--- src/rtl/cpu_datapath_pkg.sv ---
// Shared definitions for the accumulator CPU: opcode encodings and
// instruction field positions. The sequencer imports this package too.
package cpu_datapath_pkg;

  localparam int unsigned OPC_W = 4;

  // Instruction field positions at the default 8-bit width
  localparam int unsigned OPC_MSB = 7;
  localparam int unsigned OPC_LSB = 4;
  localparam int unsigned OPD_MSB = 3;
  localparam int unsigned OPD_LSB = 0;

  localparam logic [OPC_W-1:0] OP_ADD   = 4'b0001;
  localparam logic [OPC_W-1:0] OP_SUB   = 4'b0010;
  localparam logic [OPC_W-1:0] OP_AND   = 4'b0011;
  localparam logic [OPC_W-1:0] OP_LOAD  = 4'b0100;
  localparam logic [OPC_W-1:0] OP_STORE = 4'b0101;
  localparam logic [OPC_W-1:0] OP_NOT   = 4'b0110;
  localparam logic [OPC_W-1:0] OP_SHL   = 4'b0111;
  localparam logic [OPC_W-1:0] OP_SHR   = 4'b1000;
  localparam logic [OPC_W-1:0] OP_JMP   = 4'b1001;
  localparam logic [OPC_W-1:0] OP_JZ    = 4'b1010;
  localparam logic [OPC_W-1:0] OP_JC    = 4'b1011;

endpackage

--- src/rtl/cpu_datapath_if.sv ---
// Single-port memory bus between the datapath (master) and memory (slave).
// Memory read data is combinational on mem_addr.
interface cpu_datapath_if #(
  parameter int unsigned DATA_W = 8
);
  logic [DATA_W-5:0] mem_addr;
  logic [DATA_W-1:0] mem_wdata;
  logic              mem_we;
  logic [DATA_W-1:0] mem_rdata;

  modport master (
    output mem_addr,
    output mem_wdata,
    output mem_we,
    input  mem_rdata
  );

  modport slave (
    input  mem_addr,
    input  mem_wdata,
    input  mem_we,
    output mem_rdata
  );
endinterface

--- src/rtl/cpu_datapath_alu.sv ---
// Combinational ALU for the accumulator datapath. result_valid marks opcodes
// that update ACC/Z; carry_valid marks those that also update C.
module cpu_alu
  import cpu_datapath_pkg::*;
#(
  parameter int unsigned DATA_W = 8
) (
  input  logic [OPC_W-1:0]  op,
  input  logic [DATA_W-1:0] a,
  input  logic [DATA_W-1:0] b,
  output logic [DATA_W-1:0] y,
  output logic              carry_out,
  output logic              carry_valid,
  output logic              result_valid
);

  logic [DATA_W:0] wide;

  // Opcode decode and result/carry generation
  always_comb begin
    y            = a;
    carry_out    = 1'b0;
    carry_valid  = 1'b0;
    result_valid = 1'b0;
    wide         = '0;
    case (op)
      OP_ADD: begin
        wide         = {1'b0, a} + {1'b0, b};
        y            = wide[DATA_W-1:0];
        carry_out    = wide[DATA_W];
        carry_valid  = 1'b1;
        result_valid = 1'b1;
      end
      OP_SUB: begin
        // Bit DATA_W of the widened difference is set exactly when a < b
        wide         = {1'b0, a} - {1'b0, b};
        y            = wide[DATA_W-1:0];
        carry_out    = wide[DATA_W];
        carry_valid  = 1'b1;
        result_valid = 1'b1;
      end
      OP_AND: begin
        y            = a & b;
        result_valid = 1'b1;
      end
      OP_NOT: begin
        y            = ~a;
        result_valid = 1'b1;
      end
      OP_SHL: begin
        y            = {a[DATA_W-2:0], 1'b0};
        carry_out    = a[DATA_W-1];
        carry_valid  = 1'b1;
        result_valid = 1'b1;
      end
      OP_SHR: begin
        y            = {1'b0, a[DATA_W-1:1]};
        carry_out    = a[0];
        carry_valid  = 1'b1;
        result_valid = 1'b1;
      end
      default: begin
        y = a;
      end
    endcase
  end

endmodule

--- src/rtl/cpu_datapath.sv ---
// 8-bit accumulator datapath: PC, IR, MAR, MDR, ACC and Z/C flags driven by
// one-hot strobes from the sequencer. Owns the memory bus address/data mux.
module cpu_datapath
  import cpu_datapath_pkg::*;
#(
  parameter int unsigned DATA_W = 8
) (
  input  logic                clk,
  input  logic                reset,
  input  logic                pc_inc,
  input  logic                pc_load,
  input  logic                ir_load,
  input  logic                acc_load,
  input  logic                mar_load,
  input  logic                mdr_load,
  input  logic                mem_write,
  cpu_datapath_if.master      mem,
  output logic [OPC_W-1:0]    opcode,
  output logic                zero_flag,
  output logic                carry_flag,
  output logic [DATA_W-5:0]   pc_dbg,
  output logic [DATA_W-1:0]   acc_dbg,
  output logic [DATA_W-1:0]   mdr_dbg
);

  localparam int unsigned ADDR_W = DATA_W - OPC_W;

  logic [ADDR_W-1:0] pc_q,  pc_d;
  logic [DATA_W-1:0] ir_q,  ir_d;
  logic [ADDR_W-1:0] mar_q, mar_d;
  logic [DATA_W-1:0] mdr_q, mdr_d;
  logic [DATA_W-1:0] acc_q, acc_d;
  logic              z_q,   z_d;
  logic              c_q,   c_d;

  logic [ADDR_W-1:0] operand;
  logic [DATA_W-1:0] alu_b;
  logic [DATA_W-1:0] alu_y;
  logic              alu_carry;
  logic              alu_carry_valid;
  logic              alu_result_valid;

  assign opcode  = ir_q[DATA_W-1 -: OPC_W];
  assign operand = ir_q[ADDR_W-1:0];
  assign alu_b   = {{OPC_W{1'b0}}, operand};

  cpu_alu #(
    .DATA_W (DATA_W)
  ) u_alu (
    .op           (opcode),
    .a            (acc_q),
    .b            (alu_b),
    .y            (alu_y),
    .carry_out    (alu_carry),
    .carry_valid  (alu_carry_valid),
    .result_valid (alu_result_valid)
  );

  // Memory bus: fetch addresses by PC, everything else by MAR
  assign mem.mem_addr  = ir_load ? pc_q : mar_q;
  assign mem.mem_wdata = acc_q;
  assign mem.mem_we    = mem_write;

  assign zero_flag  = z_q;
  assign carry_flag = c_q;
  assign pc_dbg     = pc_q;
  assign acc_dbg    = acc_q;
  assign mdr_dbg    = mdr_q;

  // Next-state for all registers from the sequencer strobes
  always_comb begin
    pc_d  = pc_q;
    ir_d  = ir_q;
    mar_d = mar_q;
    mdr_d = mdr_q;
    acc_d = acc_q;
    z_d   = z_q;
    c_d   = c_q;

    if (pc_load) begin
      pc_d = operand;
    end else if (pc_inc) begin
      pc_d = pc_q + 1'b1;
    end

    if (ir_load)  ir_d  = mem.mem_rdata;
    if (mar_load) mar_d = operand;
    if (mdr_load) mdr_d = mem.mem_rdata;

    if (acc_load) begin
      // LOAD takes the bus byte directly so ACC and MDR fill on the same edge
      if (opcode == OP_LOAD) begin
        acc_d = mem.mem_rdata;
        z_d   = (mem.mem_rdata == '0);
      end else if (alu_result_valid) begin
        acc_d = alu_y;
        z_d   = (alu_y == '0);
        if (alu_carry_valid) c_d = alu_carry;
      end
    end
  end

  // Register bank with asynchronous active-high reset
  always_ff @(posedge clk or posedge reset) begin
    if (reset) begin
      pc_q  <= '0;
      ir_q  <= '0;
      mar_q <= '0;
      mdr_q <= '0;
      acc_q <= '0;
      z_q   <= 1'b0;
      c_q   <= 1'b0;
    end else begin
      pc_q  <= pc_d;
      ir_q  <= ir_d;
      mar_q <= mar_d;
      mdr_q <= mdr_d;
      acc_q <= acc_d;
      z_q   <= z_d;
      c_q   <= c_d;
    end
  end

endmodule
--- src/flat_wrapper.sv ---
// flat-port wrapper written by rule: the top's interface ports become plain ports
module cpu_datapath_flat import cpu_datapath_pkg::*;
#(
  parameter int unsigned DATA_W = 8
)
  (clk, reset, pc_inc, pc_load, ir_load, acc_load, mar_load, mdr_load, mem_write, opcode, zero_flag, carry_flag, pc_dbg, acc_dbg, mdr_dbg, mem_mem_addr, mem_mem_wdata, mem_mem_we, mem_mem_rdata);
  cpu_datapath_if #(.DATA_W(DATA_W)) mem_i ();
  input  logic clk;
  input  logic reset;
  input  logic pc_inc;
  input  logic pc_load;
  input  logic ir_load;
  input  logic acc_load;
  input  logic mar_load;
  input  logic mdr_load;
  input  logic mem_write;
  output logic [OPC_W-1:0] opcode;
  output logic zero_flag;
  output logic carry_flag;
  output logic [DATA_W-5:0] pc_dbg;
  output logic [DATA_W-1:0] acc_dbg;
  output logic [DATA_W-1:0] mdr_dbg;
  output wire logic [$bits(mem_i.mem_addr)-1:0] mem_mem_addr;
  output wire logic [$bits(mem_i.mem_wdata)-1:0] mem_mem_wdata;
  output wire logic [$bits(mem_i.mem_we)-1:0] mem_mem_we;
  input wire logic [$bits(mem_i.mem_rdata)-1:0] mem_mem_rdata;
  assign mem_mem_addr = mem_i.mem_addr;
  assign mem_mem_wdata = mem_i.mem_wdata;
  assign mem_mem_we = mem_i.mem_we;
  assign mem_i.mem_rdata = mem_mem_rdata;
  cpu_datapath #(.DATA_W(DATA_W)) u_core (.clk(clk), .reset(reset), .pc_inc(pc_inc), .pc_load(pc_load), .ir_load(ir_load), .acc_load(acc_load), .mar_load(mar_load), .mdr_load(mdr_load), .mem_write(mem_write), .mem(mem_i), .opcode(opcode), .zero_flag(zero_flag), .carry_flag(carry_flag), .pc_dbg(pc_dbg), .acc_dbg(acc_dbg), .mdr_dbg(mdr_dbg));
endmodule
--- config.mk ---
export PLATFORM = sky130hd
export DESIGN_NAME = cpu_datapath_flat
export DESIGN_NICKNAME = d
export VERILOG_FILES = /design/src/rtl/cpu_datapath_pkg.sv /design/src/rtl/cpu_datapath_if.sv /design/src/rtl/cpu_datapath_alu.sv /design/src/rtl/cpu_datapath.sv /design/src/flat_wrapper.sv
export SDC_FILE = /design/constraint.sdc
export NUM_CORES = 1
export LEC_CHECK = 0
export BUFFER_PORTS_ARGS = -buffer_cell sky130_fd_sc_hd__buf_2
export CORE_MARGIN = 4
export CORE_UTILIZATION = 35
export DETAILED_ROUTE_END_ITERATION = 8
export SLEW_MARGIN = 20
export SYNTH_ARGS = -nofsm -noshare
export SYNTH_HDL_FRONTEND = slang
export SYNTH_SLANG_ARGS = --single-unit
--- constraint.sdc ---
create_clock -name clk -period 2.3 [get_ports clk]
set_input_delay 0.345 -clock clk [delete_from_list [all_inputs] [get_ports clk]]
set_output_delay 0.345 -clock clk [all_outputs]
set_load 0.02 [all_outputs]
==> flow_summary.html, run 1 <==
<table>
<tr><th>Metric</th><th>Value</th></tr>
<tr><th colspan="2">Cells and area</th></tr>
<tr><td>Commonest non-fill, non-tap cell in the layout</td><td>buf_4</td></tr>
<tr><td>Sequential cell area</td><td>857 sq um</td></tr>
<tr><td>Combined area of the multi-input logic cells</td><td>1730 sq um</td></tr>
<tr><td>Fraction of final layout cells sized beyond drive strength 1</td><td>46.3%</td></tr>
<tr><td>Net count of the finished layout</td><td>451</td></tr>
<tr><td>Filler instances</td><td>728</td></tr>
<tr><td>Commonest non-fill, non-tap cells in the layout</td><td>buf_4, buf_2, nand2_1, dfrtp_1, o21ai_0</td></tr>
<tr><td>Post-synthesis to final-layout area growth</td><td>37.5%</td></tr>
<tr><td>Diodes inserted</td><td>0</td></tr>
<tr><td>Final core occ</td><td>50.4%</td></tr>
<tr><th colspan="2">Floorplan</th></tr>
<tr><td>Vertical extent of the die</td><td>95.8 um</td></tr>
<tr><td>Width of the chip</td><td>about 96 um</td></tr>
<tr><td>Initial cell density of the core</td><td>a little over a third</td></tr>
<tr><td>Ports placed on the boundary</td><td>56</td></tr>
<tr><td>Site Rows</td><td>31</td></tr>
<tr><td>Die area</td><td>9180 sq um</td></tr>
<tr><td>Core outline area</td><td>7370 sq um</td></tr>
<tr><th colspan="2">Clock tree</th></tr>
<tr><td>Clock transition at the registers of the reported paths</td><td>80 ps</td></tr>
<tr><td>Buffer type at the clock tree root</td><td>clkbuf_8</td></tr>
<tr><td>Total CTS buffers</td><td>5</td></tr>
<tr><td>Source-to-sink clock delay at the later pin of the worst-skew pair</td><td>290 ps</td></tr>
<tr><td>Number of buffers on the longest clock path</td><td>2</td></tr>
<tr><td>H-tree depth</td><td>2</td></tr>
<tr><td>CTS sink count</td><td>34</td></tr>
<tr><td>Clock tree from TritonCTS</td><td>built</td></tr>
<tr><th colspan="2">Job</th></tr>
<tr><td>Max-capacitance violation count</td><td>0</td></tr>
<tr><th colspan="2">Synth</th></tr>
<tr><td>Mean Syn Cell Area</td><td>about 8.6 sq um</td></tr>
<tr><td>Top FF cell, synth</td><td>dfrtp_1</td></tr>
<tr><td>Number of flip-flops and latches in the synthesized netlist</td><td>34</td></tr>
<tr><td>Yosys warning total</td><td>0</td></tr>
<tr><td>Post-synth EDFFs</td><td>0</td></tr>
<tr><td>Post-synthesis cell count</td><td>about 320</td></tr>
<tr><td>Asr flop ratio synth</td><td>100%</td></tr>
<tr><td>Portion of the post-synthesis area used by sequential elements</td><td>31.5%</td></tr>
<tr><td>Synth unique cells</td><td>56</td></tr>
<tr><td>Synth Net Count</td><td>344</td></tr>
<tr><td>Combined area of all synthesized cells</td><td>2700 sq um</td></tr>
<tr><th colspan="2">GRT</th></tr>
<tr><td>Initial antenna violation count</td><td>0</td></tr>
<tr><td>Pin count of the biggest net entering global routing</td><td>35</td></tr>
<tr><td>Wire length of the first global-routing pass</td><td>14000 um</td></tr>
<tr><td>Global Route Usage Sum</td><td>19.6%</td></tr>
<tr><td>Global route overflow</td><td>0</td></tr>
<tr><td>Vias in the first global route</td><td>about 2800</td></tr>
<tr><th colspan="2">Setup path</th></tr>
<tr><td>Worst path max stage delay</td><td>490 ps</td></tr>
<tr><td>Type of the setup path with the least slack</td><td>reg -&gt; reg</td></tr>
<tr><td>Family with the most delay on the worst path</td><td>simple AND/OR/NAND/NOR gates</td></tr>
<tr><td>Count of buffer and inverter cells on the critical path</td><td>0</td></tr>
<tr><td>Worst-path cell chain</td><td>ha_4 &gt; or3b_4 &gt; a31oi_4 &gt; nor2_2 &gt; mux2i_1 &gt; o2111ai_2 &gt; or4_1 &gt; o21ai_1</td></tr>
<tr><td>Crit end category</td><td>register</td></tr>
<tr><td>Slowest library cell on the worst path</td><td>or4_1</td></tr>
<tr><td>Largest fanout on the critical path</td><td>5</td></tr>
<tr><td>Data required time of the critical path</td><td>between 2000 and 3000 ps</td></tr>
<tr><td>Data arrival time of the critical path</td><td>2610 ps</td></tr>
<tr><td>Crit start category</td><td>register</td></tr>
<tr><th colspan="2">Run status</th></tr>
<tr><td>Run status</td><td>finished, violations left</td></tr>
<tr><td>Failing checks</td><td>negative setup slack</td></tr>
<tr><th colspan="2">STA</th></tr>
<tr><td>Clock skew</td><td>9.76 ps</td></tr>
<tr><td>Final critical path time including I/O delays and setup</td><td>2390 ps</td></tr>
<tr><td>Maximum achievable frequency</td><td>around 0.42 GHz</td></tr>
<tr><td>Total Neg Setup Slack</td><td>-151 ps</td></tr>
<tr><td>Worst setup slack after layout</td><td>-85.4 ps</td></tr>
<tr><td>Crit share post-route</td><td>104%</td></tr>
<tr><td>Actual slew at the worst max-slew pin</td><td>518 ps</td></tr>
<tr><td>Setup repair after global routing missed its margin</td><td>yes</td></tr>
<tr><td>Slew Limit Headroom</td><td>65.4%</td></tr>
<tr><td>Max Transition Viols Final</td><td>0</td></tr>
<tr><td>Hold Violations, Final</td><td>0</td></tr>
<tr><td>Endpoints failing setup</td><td>2</td></tr>
<tr><th colspan="2">Route</th></tr>
<tr><td>Post-DR wirelength/cell</td><td>about 17 um</td></tr>
<tr><td>Drc violations</td><td>0</td></tr>
<tr><td>Total routed wirelength</td><td>8650 um</td></tr>
<tr><td>Number of nets with antenna violations after detailed routing</td><td>0</td></tr>
<tr><td>Per-cell via count in the routed design</td><td>5.39</td></tr>
<tr><td>DRC marker count from the first detailed-route iteration</td><td>~340</td></tr>
<tr><td>Initial DRT Pass Iterations</td><td>5</td></tr>
<tr><td>Vias post-DR</td><td>2816</td></tr>
<tr><th colspan="2">Placement</th></tr>
<tr><td>Port Buf Inserts</td><td>53</td></tr>
<tr><td>Pre-CTS setup slack</td><td>-168 ps</td></tr>
<tr><td>DPL Wire Length</td><td>6650 um</td></tr>
<tr><td>Final weighted congestion in routability-driven placement</td><td>0.966</td></tr>
<tr><th colspan="2">Power and ir drop</th></tr>
<tr><td>Power Density</td><td>a little under 1000 nW/um^2</td></tr>
<tr><td>Worst ir drop on vdd</td><td>between 0.5 and 0.6 mV</td></tr>
<tr><td>Standby leakage power</td><td>1.72 nW</td></tr>
<tr><th colspan="2">Worst hold path</th></tr>
<tr><td>Worst min-delay path class</td><td>in -&gt; async</td></tr>
</table>
[power breakdown]
| group | leakage (nW) | switching [mW] | internal (mW) |
|---|---|---|---|
| clock network | 0.0452 | 0.227 | 0.214 |
| registers | 0.409 | 0.155 | 0.721 |
| logic | 1.26 | 1.24 | 1.11 |
[state kept, by name, indices dropped and copies added, names as in the netlist]
register,flops
u_core.mar_q,4
u_core.ir_q,8
u_core.mdr_dbg,8
u_core.pc_dbg,4
u_core.carry_flag,1
u_core.acc_dbg,8
u_core.zero_flag,1
[kinds of logic after synthesis]
kind of cell | synth area share [%]
adders and majority gates | 6.12
and+or+nand+nor | 21.0
muxes | 11.7
DFF | 31.5
xor gates and xnor gates | 1.95
buffers and inverters | 8.67
AOI/OAI and AO/OA | 19.1
[worst min-delay path, cell delays in order]
cell and delay [ps]:
buf_2 90, inv_1 40, buf_4 390
[metrics by stage]
stage / instances / hold slack [ps] / total power, mW / cell area, sq um
detailed placement: 506 / 468 / 3.05 / 3480
floorplan: 315 / 434 / 2.16 / 2750
global placement: 506 / 464 / 3.03 / 3480
global route: 522 / 197 / 3.94 / 3710
finish: 522 / 154 / 3.66 / 3710
CTS: 516 / 153 / 3.58 / 3620
[path summary, 6_finish.rpt]
| check | from | endpoint | slack (ps) | cells after the start |
|---|---|---|---|---|
| worst max-delay path | u_core.acc_dbg[1] | u_core.zero_flag | -90 | 8 |
| worst min-delay path | reset | u_core.mar_q[3] | 150 | 3 |
| worst max register to register | u_core.acc_dbg[1] | u_core.zero_flag | -90 | 8 |
| worst min register to register | u_core.mdr_dbg[7] | u_core.mdr_dbg[7] | 510 | 1 |
| max in group asynchronous | reset | u_core.acc_dbg[0] | 1800 | 3 |
| min in group clk | pc_load | u_core.pc_dbg[3] | 330 | 2 |
[what timing repair did]
action | in CTS | in global routing
hold buffers | 0 | 0
setup buffers | 3 | 6
endpoints found under the setup margin | 7 | 9
pin swaps | 6 | 4
gates resized for setup | 11 | 16
[per-layer routing]
layer / wire length [um] / global-route usage, % / share of wire [%] / up-vias
li1: - / - / - / 1340
met1: 3930 / 28.3 / 45 / 1314
met2: 3910 / 30.6 / 45 / 141
met3: 621 / 2.11 / 7.2 / 21
met4: 195 / 6.28 / 2.3 / 0
met5: 0 / 0 / 0 / -
[Yosys cell counts, types with 3 or more instances]
master     instances  area [sq um]
xnor2_1            3          26.3
mux2i_1            9          90.1
nor2b_1            7          43.8
o2111ai_1          3          26.3
a21oi_1           13          65.1
nor3_1             6          30.0
xor2_1             3          26.3
nand3_1           10          50.1
o21ai_0           31           155
nor4_1             8          50.1
clkbuf_1          10          37.5
o22ai_1            3          18.8
buf_2              7          35.0
nand3b_1           3          22.5
nor2_1            20          75.1
buf_4             14           105
nand4_1            3          18.8
mux2_2            20           225
inv_1             12          45.0
nand2b_1           7          43.8
ha_1              10           125
dfrtp_1           34           851
inv_2              3          11.3
nand2_1           34           128
[area by class of cell]
class                   count  area share (%)
well taps                  99            3.34
multi-input cells         235            46.7
flip-flops and latches     34            23.1
repair buffers            131            23.0
inverters                  15            1.58
clock inverters             2           0.371
clock buffers               6            1.95
Power figures use the tool's default switching activity.
==> run 2: changes to the inputs <==
--- a/config.mk
+++ b/config.mk
@@ -9,6 +9,7 @@
 export CORE_MARGIN = 4
 export CORE_UTILIZATION = 35
 export DETAILED_ROUTE_END_ITERATION = 8
+export SETUP_SLACK_MARGIN = 0.02
 export SLEW_MARGIN = 20
 export SYNTH_ARGS = -nofsm -noshare
 export SYNTH_HDL_FRONTEND = slang
==> flow_summary.html, run 2 (same netlist as run 1, synthesis figures left out) <==
<table>
<tr><th>Metric</th><th>Value</th></tr>
<tr><th colspan="2">Setup path</th></tr>
<tr><td>Largest fanout on the critical path</td><td>5 (unchanged)</td></tr>
<tr><td>Data arrival time of the critical path</td><td>2620 ps (about the same)</td></tr>
<tr><td>Crit end category</td><td>register</td></tr>
<tr><td>Crit start category</td><td>register</td></tr>
<tr><td>Number of cells on the worst reg-to-reg path</td><td>8 (unchanged)</td></tr>
<tr><td>Type of the setup path with the least slack</td><td>reg -&gt; reg</td></tr>
<tr><td>Crit Reg-Reg Endpoint</td><td>u_core.zero_flag</td></tr>
<tr><td>Data required time of the critical path</td><td>2520 ps (about the same)</td></tr>
<tr><td>Startpoint of the worst-slack reg-to-reg timing path</td><td>u_core.acc_dbg[1]</td></tr>
<tr><td>Slack of the worst reg-to-reg path</td><td>-110 ps (-20 ps)</td></tr>
<tr><th colspan="2">Floorplan</th></tr>
<tr><td>Site Rows</td><td>31 (unchanged)</td></tr>
<tr><td>Vertical extent of the die</td><td>95.8 um (unchanged)</td></tr>
<tr><td>Core outline area</td><td>7370 sq um (unchanged)</td></tr>
<tr><td>Die area</td><td>9180 sq um (unchanged)</td></tr>
<tr><td>Width of the chip</td><td>95.8 um (unchanged)</td></tr>
<tr><td>Initial cell density of the core</td><td>36.6% (unchanged)</td></tr>
<tr><td>Ports placed on the boundary</td><td>56 (unchanged)</td></tr>
<tr><th colspan="2">Placement</th></tr>
<tr><td>Port Buf Inserts</td><td>53 (unchanged)</td></tr>
<tr><td>Number of placed cells counting well taps</td><td>506 (unchanged)</td></tr>
<tr><td>DPL Wire Length</td><td>6650 um (unchanged)</td></tr>
<tr><td>Pre-CTS setup slack</td><td>-168 ps (unchanged)</td></tr>
<tr><td>Final weighted congestion in routability-driven placement</td><td>0.966 (unchanged)</td></tr>
<tr><th colspan="2">Clock tree</th></tr>
<tr><td>H-tree depth</td><td>2 (unchanged)</td></tr>
<tr><td>Source-to-sink clock delay at the later pin of the worst-skew pair</td><td>280 ps (about the same)</td></tr>
<tr><td>Clock tree from TritonCTS</td><td>built</td></tr>
<tr><td>Clock transition at the registers of the reported paths</td><td>80 ps (about the same)</td></tr>
<tr><td>Number of buffers on the longest clock path</td><td>2 (unchanged)</td></tr>
<tr><td>CTS sink count</td><td>34 (unchanged)</td></tr>
<tr><td>Buffer type at the clock tree root</td><td>clkbuf_8</td></tr>
<tr><td>Total CTS buffers</td><td>5 (unchanged)</td></tr>
<tr><td>Post-CTS Hold Buffers</td><td>0 (unchanged)</td></tr>
<tr><th colspan="2">Power and ir drop</th></tr>
<tr><td>Share of total power consumed by net switching</td><td>44.3% (about the same)</td></tr>
<tr><td>Power share of the sequential group</td><td>23.9% (about the same)</td></tr>
<tr><td>Relative contribution of combinational cells to total power</td><td>64.3% (+0.3 points)</td></tr>
<tr><td>Internal power consumption</td><td>2.06 mW (+0.76%)</td></tr>
<tr><td>Clk pwr share</td><td>11.8% (-0.2 points)</td></tr>
<tr><td>Worst ir drop on vdd</td><td>0.570 mV (about the same)</td></tr>
<tr><td>Power Density</td><td>988 nW/um^2 (+0.18%)</td></tr>
<tr><td>Standby leakage power</td><td>1.73 nW (+0.60%)</td></tr>
<tr><td>Net switching power of the design</td><td>1.63 mW (+0.90%)</td></tr>
<tr><th colspan="2">Run status</th></tr>
<tr><td>Run status</td><td>finished, violations left</td></tr>
<tr><td>Failing checks</td><td>negative setup slack</td></tr>
<tr><th colspan="2">Cells and area</th></tr>
<tr><td>Post-synthesis to final-layout area growth</td><td>38.4%</td></tr>
<tr><td>Net count of the finished layout</td><td>452 (+0.22%)</td></tr>
<tr><td>Filler instances</td><td>725 (-0.41%)</td></tr>
<tr><td>Commonest non-fill, non-tap cell in the layout</td><td>buf_4</td></tr>
<tr><td>Number of cells in the finished layout apart from fillers</td><td>523 (+0.19%)</td></tr>
<tr><td>Fraction of final layout cells sized beyond drive strength 1</td><td>46.2% (-0.11 points)</td></tr>
<tr><td>Commonest non-fill, non-tap cells in the layout</td><td>buf_4, buf_2, nand2_1, dfrtp_1, o21ai_0</td></tr>
<tr><td>Sequential cell area</td><td>856 sq um (-0.15%)</td></tr>
<tr><td>Final core occ</td><td>50.7% (+0.32 points)</td></tr>
<tr><td>Diodes inserted</td><td>0 (unchanged)</td></tr>
<tr><td>Combined area of the multi-input logic cells</td><td>1750 sq um (+0.79%)</td></tr>
<tr><th colspan="2">STA</th></tr>
<tr><td>Final critical path time including I/O delays and setup</td><td>2410 ps (+21.2 ps)</td></tr>
<tr><td>Max Transition Viols Final</td><td>0 (unchanged)</td></tr>
<tr><td>Slew Limit Headroom</td><td>65.5% (+0.080 points)</td></tr>
<tr><td>Hold Violations, Final</td><td>0 (unchanged)</td></tr>
<tr><td>Setup repair after global routing missed its margin</td><td>yes</td></tr>
<tr><td>Actual slew at the worst max-slew pin</td><td>516 ps (-1.20 ps)</td></tr>
<tr><td>Endpoints failing setup</td><td>3 (+1)</td></tr>
<tr><td>Clock skew</td><td>8.01 ps (-1.75 ps)</td></tr>
<tr><td>Crit share post-route</td><td>105% (+0.92 points)</td></tr>
<tr><td>Worst setup slack after layout</td><td>-107 ps (-21.2 ps)</td></tr>
<tr><td>Maximum achievable frequency</td><td>0.416 GHz (-0.88%)</td></tr>
<tr><th colspan="2">GRT</th></tr>
<tr><td>Pin count of the biggest net entering global routing</td><td>35 (unchanged)</td></tr>
<tr><td>Wire length of the first global-routing pass</td><td>14000 um (+0.29%)</td></tr>
<tr><td>Vias in the first global route</td><td>2786 (+0.58%)</td></tr>
<tr><td>Initial antenna violation count</td><td>0 (unchanged)</td></tr>
<tr><td>Global route overflow</td><td>0 (unchanged)</td></tr>
<tr><td>Global Route Usage Sum</td><td>19.7% (+0.082 points)</td></tr>
<tr><th colspan="2">Route</th></tr>
<tr><td>Per-cell via count in the routed design</td><td>5.47 (+1.4%)</td></tr>
<tr><td>Vias post-DR</td><td>2860 (+1.6%)</td></tr>
<tr><td>Drc violations</td><td>0 (unchanged)</td></tr>
<tr><td>Post-DR wirelength/cell</td><td>16.6 um (+0.33%)</td></tr>
<tr><td>Initial DRT Pass Iterations</td><td>5 (unchanged)</td></tr>
<tr><td>Total routed wirelength</td><td>8700 um (+0.52%)</td></tr>
<tr><td>DRC marker count from the first detailed-route iteration</td><td>309 (-8.8%)</td></tr>
<tr><td>Number of nets with antenna violations after detailed routing</td><td>0 (unchanged)</td></tr>
<tr><th colspan="2">Job</th></tr>
<tr><td>Max-capacitance violation count</td><td>0 (unchanged)</td></tr>
<tr><th colspan="2">Worst hold path</th></tr>
<tr><td>Worst min-delay path class</td><td>in -&gt; async</td></tr>
</table>
run 2: per-layer routing:
metal | routed length (um) | vias up | track usage, %
met2 | 3960 | 159 | 30.7
met5 | 0 | - | 0
met1 | 3870 | 1340 | 28.4
met4 | 195 | 0 | 6.52
li1 | - | 1342 | -
met3 | 676 | 19 | 2.11
run 2: worst max-delay path: stages, from the launching register on:
cell and delay [ps]:
dfrtp_2 470, ha_4 230, or3b_4 410, a31oi_4 180, nor2_2 60, mux2i_1 210, o2111ai_2 160, or4_1 500
o21ai_1 120
run 2: area by class of cell:
type                       count  area share [%]
tap                           99            3.31
timing repair buffer         132            23.2
clock inverter                 2           0.368
sequential                    34            22.9
clock buffer                   6            1.94
multi-input combinational    235            46.7
inverter                      15            1.57
run 2: how the worst max path moves through the flow:
| stage | from | to | cells past startpoint |
|---|---|---|---|
| 6_report | u_core.acc_dbg[1] | u_core.zero_flag | 8 |
| 5_1_grt | u_core.ir_q[5] | u_core.zero_flag | 9 |
| 4_1_cts | u_core.ir_q[0] | u_core.zero_flag | 9 |
| 3_5_place_dp | u_core.acc_dbg[0] | u_core.carry_flag | 10 |
| 3_3_place_gp | u_core.ir_q[0] | u_core.zero_flag | 9 |
| 2_1_floorplan | u_core.acc_dbg[0] | u_core.zero_flag | 11 |
run 2: through the flow:
stage | setup TNS [ps] | total power [mW] | instance area, sq um | hold WS (ps)
2_1_floorplan | -55.6 | 2.16 | 2750 | 434
6_report | -142 | 3.69 | 3740 | 152
3_3_place_gp | -346 | 3.03 | 3480 | 464
3_5_place_dp | -471 | 3.05 | 3480 | 468
5_1_grt | -950 | 3.96 | 3740 | 197
4_1_cts | -143 | 3.59 | 3650 | 153
run 2: repair_timing:
| item | 4_1_cts | 5_1_grt |
|---|---|---|
| pin swaps | 6 | 5 |
| buffers inserted | 5 | 5 |
| setup endpoints to repair | 8 | 9 |
| resized for setup | 12 | 16 |
run 2: power groups by stage:
stage          Sequential, mW  Combinational (mW)  Clock, mW
2_1_floorplan           0.999                1.17          0
3_3_place_gp            0.880                2.15          0
3_5_place_dp            0.886                2.17          0
4_1_cts                 0.874                2.26      0.456
5_1_grt                 0.904                2.58      0.482
6_report                0.880                2.37      0.437
==> run 3: changes to the inputs <==
--- a/config.mk
+++ b/config.mk
@@ -6,7 +6,7 @@
 export NUM_CORES = 1
 export LEC_CHECK = 0
 export BUFFER_PORTS_ARGS = -buffer_cell sky130_fd_sc_hd__buf_2
-export CORE_MARGIN = 4
+export CORE_MARGIN = 1
 export CORE_UTILIZATION = 35
 export DETAILED_ROUTE_END_ITERATION = 8
 export SETUP_SLACK_MARGIN = 0.02
==> flow_summary.html, run 3 (same netlist as run 1, synthesis figures left out) <==
<table>
<tr><th>Metric</th><th>Value</th></tr>
<tr><th colspan="2">Run status</th></tr>
<tr><td>Run status</td><td>finished, violations left</td></tr>
<tr><td>Failing checks</td><td>negative setup slack</td></tr>
<tr><th colspan="2">Placement</th></tr>
<tr><td>Number of placed cells counting well taps</td><td>501 (-0.99%)</td></tr>
<tr><td>Final weighted congestion in routability-driven placement</td><td>0.982 (+1.7%)</td></tr>
<tr><td>DPL Wire Length</td><td>6150 um (-7.6%)</td></tr>
<tr><td>Port Buf Inserts</td><td>53 (unchanged)</td></tr>
<tr><th colspan="2">Clock tree</th></tr>
<tr><td>Number of buffers on the longest clock path</td><td>2 (unchanged)</td></tr>
<tr><td>Buffer type at the clock tree root</td><td>clkbuf_8</td></tr>
<tr><td>Clock tree from TritonCTS</td><td>built</td></tr>
<tr><td>Clock transition at the registers of the reported paths</td><td>70 ps (about the same)</td></tr>
<tr><td>Source-to-sink clock delay at the later pin of the worst-skew pair</td><td>280 ps (about the same)</td></tr>
<tr><td>Total CTS buffers</td><td>5 (unchanged)</td></tr>
<tr><td>CTS sink count</td><td>34 (unchanged)</td></tr>
<tr><td>H-tree depth</td><td>2 (unchanged)</td></tr>
<tr><td>Post-CTS Hold Buffers</td><td>0 (unchanged)</td></tr>
<tr><th colspan="2">STA</th></tr>
<tr><td>Final critical path time including I/O delays and setup</td><td>2390 ps (-17.1 ps)</td></tr>
<tr><td>Worst setup slack after layout</td><td>-89.5 ps (+17.1 ps)</td></tr>
<tr><td>Hold Violations, Final</td><td>0 (unchanged)</td></tr>
<tr><td>Endpoints failing setup</td><td>1 (-2)</td></tr>
<tr><td>Actual slew at the worst max-slew pin</td><td>508 ps (-8.93 ps)</td></tr>
<tr><td>Maximum achievable frequency</td><td>0.418 GHz (+0.72%)</td></tr>
<tr><td>Max Transition Viols Final</td><td>0 (unchanged)</td></tr>
<tr><td>Clock skew</td><td>7.30 ps (-0.719 ps)</td></tr>
<tr><td>Setup repair after global routing missed its margin</td><td>yes</td></tr>
<tr><td>Crit share post-route</td><td>104% (-0.74 points)</td></tr>
<tr><td>Slew Limit Headroom</td><td>66.2% (+0.67 points)</td></tr>
<tr><td>Total Neg Setup Slack</td><td>-89.5 ps (+52.5 ps)</td></tr>
<tr><th colspan="2">Cells and area</th></tr>
<tr><td>Filler instances</td><td>716 (-1.2%)</td></tr>
<tr><td>Post-synthesis to final-layout area growth</td><td>37.4%</td></tr>
<tr><td>Commonest non-fill, non-tap cell in the layout</td><td>buf_4</td></tr>
<tr><td>Fraction of final layout cells sized beyond drive strength 1</td><td>46.1% (-0.16 points)</td></tr>
<tr><td>Number of cells in the finished layout apart from fillers</td><td>518 (-0.96%)</td></tr>
<tr><td>Diodes inserted</td><td>0 (unchanged)</td></tr>
<tr><td>Net count of the finished layout</td><td>447 (-1.1%)</td></tr>
<tr><td>Commonest non-fill, non-tap cells in the layout</td><td>buf_4, buf_2, nand2_1, dfrtp_1, o21ai_0</td></tr>
<tr><th colspan="2">Route</th></tr>
<tr><td>Initial DRT Pass Iterations</td><td>5 (unchanged)</td></tr>
<tr><td>Drc violations</td><td>0 (unchanged)</td></tr>
<tr><td>Vias post-DR</td><td>2779 (-2.8%)</td></tr>
<tr><td>DRC marker count from the first detailed-route iteration</td><td>239 (-23%)</td></tr>
<tr><td>Number of nets with antenna violations after detailed routing</td><td>0 (unchanged)</td></tr>
<tr><td>Post-DR wirelength/cell</td><td>15.7 um (-5.7%)</td></tr>
<tr><td>Per-cell via count in the routed design</td><td>5.36 (-1.9%)</td></tr>
<tr><td>Total routed wirelength</td><td>8130 um (-6.6%)</td></tr>
<tr><th colspan="2">Setup path</th></tr>
<tr><td>Crit start category</td><td>register</td></tr>
<tr><td>Largest fanout on the critical path</td><td>4 (-1)</td></tr>
<tr><td>Slack of the worst reg-to-reg path</td><td>-90 ps (+20 ps)</td></tr>
<tr><td>Worst path max stage delay</td><td>490 ps (about the same)</td></tr>
<tr><td>Family with the most delay on the worst path</td><td>simple AND/OR/NAND/NOR gates</td></tr>
<tr><td>Slowest library cell on the worst path</td><td>or4_1</td></tr>
<tr><td>Data required time of the critical path</td><td>2510 ps (about the same)</td></tr>
<tr><td>Startpoint of the worst-slack reg-to-reg timing path</td><td>u_core.acc_dbg[2]</td></tr>
<tr><td>Crit end category</td><td>register</td></tr>
<tr><td>Count of buffer and inverter cells on the critical path</td><td>2 (+2)</td></tr>
<tr><td>Data arrival time of the critical path</td><td>2600 ps (-20 ps)</td></tr>
<tr><td>Type of the setup path with the least slack</td><td>reg -&gt; reg</td></tr>
<tr><td>Worst-path cell chain</td><td>buf_4 &gt; ha_1 &gt; inv_1 &gt; a31oi_4 &gt; nor2_1 &gt; mux2i_1 &gt; o2111ai_2 &gt; or4_1 &gt; o21ai_1</td></tr>
<tr><td>Origin of the worst setup path</td><td>u_core.acc_dbg[2]</td></tr>
<tr><th colspan="2">GRT</th></tr>
<tr><td>Most congested layer reported by global routing</td><td>met2</td></tr>
<tr><td>Met1 Use GR</td><td>28.7% (+0.30 points)</td></tr>
<tr><td>Pin count of the biggest net entering global routing</td><td>35 (unchanged)</td></tr>
<tr><td>Wire length of the first global-routing pass</td><td>13100 um (-6.4%)</td></tr>
<tr><td>Vias in the first global route</td><td>2624 (-5.8%)</td></tr>
<tr><td>Global Route Usage Sum</td><td>20.0% (+0.36 points)</td></tr>
<tr><td>GR met2 Demand/Resource</td><td>31.3% (+0.66 points)</td></tr>
<tr><td>Global route overflow</td><td>0 (unchanged)</td></tr>
<tr><td>Initial antenna violation count</td><td>0 (unchanged)</td></tr>
<tr><td>Global-route met3 utilization</td><td>2.28% (+0.17 points)</td></tr>
<tr><th colspan="2">Power and ir drop</th></tr>
<tr><td>Power share of the sequential group</td><td>24.0% (about the same)</td></tr>
<tr><td>Clk pwr share</td><td>12.4% (+0.6 points)</td></tr>
<tr><td>Standby leakage power</td><td>1.71 nW (-0.92%)</td></tr>
<tr><td>Worst ir drop on vdd</td><td>0.505 mV (-11%)</td></tr>
<tr><td>Share of total power consumed by net switching</td><td>43.6% (-0.66 points)</td></tr>
<tr><td>Relative contribution of combinational cells to total power</td><td>63.6% (-0.7 points)</td></tr>
<tr><td>Internal power consumption</td><td>2.06 mW (+0.27%)</td></tr>
<tr><td>Net switching power of the design</td><td>1.60 mW (-2.4%)</td></tr>
<tr><td>Power Density</td><td>986 nW/um^2 (-0.17%)</td></tr>
<tr><th colspan="2">Floorplan</th></tr>
<tr><td>Die area</td><td>8070 sq um (-12%)</td></tr>
<tr><td>Initial cell density of the core</td><td>36.6% (unchanged)</td></tr>
<tr><td>Site Rows</td><td>31 (unchanged)</td></tr>
<tr><td>Width of the chip</td><td>89.8 um (-6.3%)</td></tr>
<tr><td>Vertical extent of the die</td><td>89.8 um (-6.3%)</td></tr>
<tr><td>Core outline area</td><td>7370 sq um (unchanged)</td></tr>
<tr><td>Ports placed on the boundary</td><td>56 (unchanged)</td></tr>
<tr><th colspan="2">Job</th></tr>
<tr><td>Max-capacitance violation count</td><td>0 (unchanged)</td></tr>
<tr><th colspan="2">Worst hold path</th></tr>
<tr><td>Worst min-delay path class</td><td>in -&gt; async</td></tr>
</table>
==> run 3: worst min-delay path, stage by stage <==
cell	delay (ps)
buf_2	90
inv_1	40
buf_4	380
==> run 3: layout make-up <==
class	count	area (sq um)	area share [%]
inverter	15	58.8	1.59
tap	99	124	3.34
multi-input combinational	235	1760	47.4
clock buffer	7	86.3	2.33
timing repair buffer	127	821	22.1
clock inverter	1	5.00	0.135
sequential	34	857	23.1
==> run 3: path summary, 6_finish.rpt <==
| path | cells past startpoint | to |
|---|---|---|
| min in group clk | 3 | u_core.ir_q[3] |
| worst max register to register | 9 | u_core.zero_flag |
| worst max-delay path | 9 | u_core.zero_flag |
| worst min register to register | 1 | u_core.mdr_dbg[3] |
| max in group asynchronous | 3 | u_core.acc_dbg[0] |
| worst min-delay path | 3 | u_core.mar_q[3] |
==> run 3: timing repair <==
| action | CTS | global route |
|---|---|---|
| buffers inserted | 6 | 3 |
| endpoints found under the setup margin | 8 | 8 |
| pin swaps | 8 | 4 |
| gates resized for setup | 16 | 13 |
==> run 3: layer usage <==
metal | vias up | share of wire [%]
met3 | 20 | 6.3
met5 | - | 0
met4 | 0 | 2.4
met1 | 1308 | 46
li1 | 1323 | -
met2 | 128 | 45
==> run 3: power by group through the flow <==
stage | sequential (mW) | clock (mW) | combinational [mW]
2_1_floorplan | 0.999 | 0 | 1.17
3_3_place_gp | 0.880 | 0 | 2.07
3_5_place_dp | 0.884 | 0 | 2.08
4_1_cts | 0.867 | 0.474 | 2.21
5_1_grt | 0.895 | 0.493 | 2.52
6_report | 0.876 | 0.455 | 2.33
==> run 3: through the flow <==
stage,util (%),worst slack [ps],power [mW],area [sq um],hold WS (ps)
4_1_cts,49.4,-65.8,3.55,3640,156
2_1_floorplan,-,-55.6,2.16,2750,434
5_1_grt,50.3,-190,3.91,3710,199
6_report,50.3,-89.5,3.66,3710,144
3_3_place_gp,46.8,-194,2.95,3450,462
3_5_place_dp,46.8,-193,2.97,3450,467
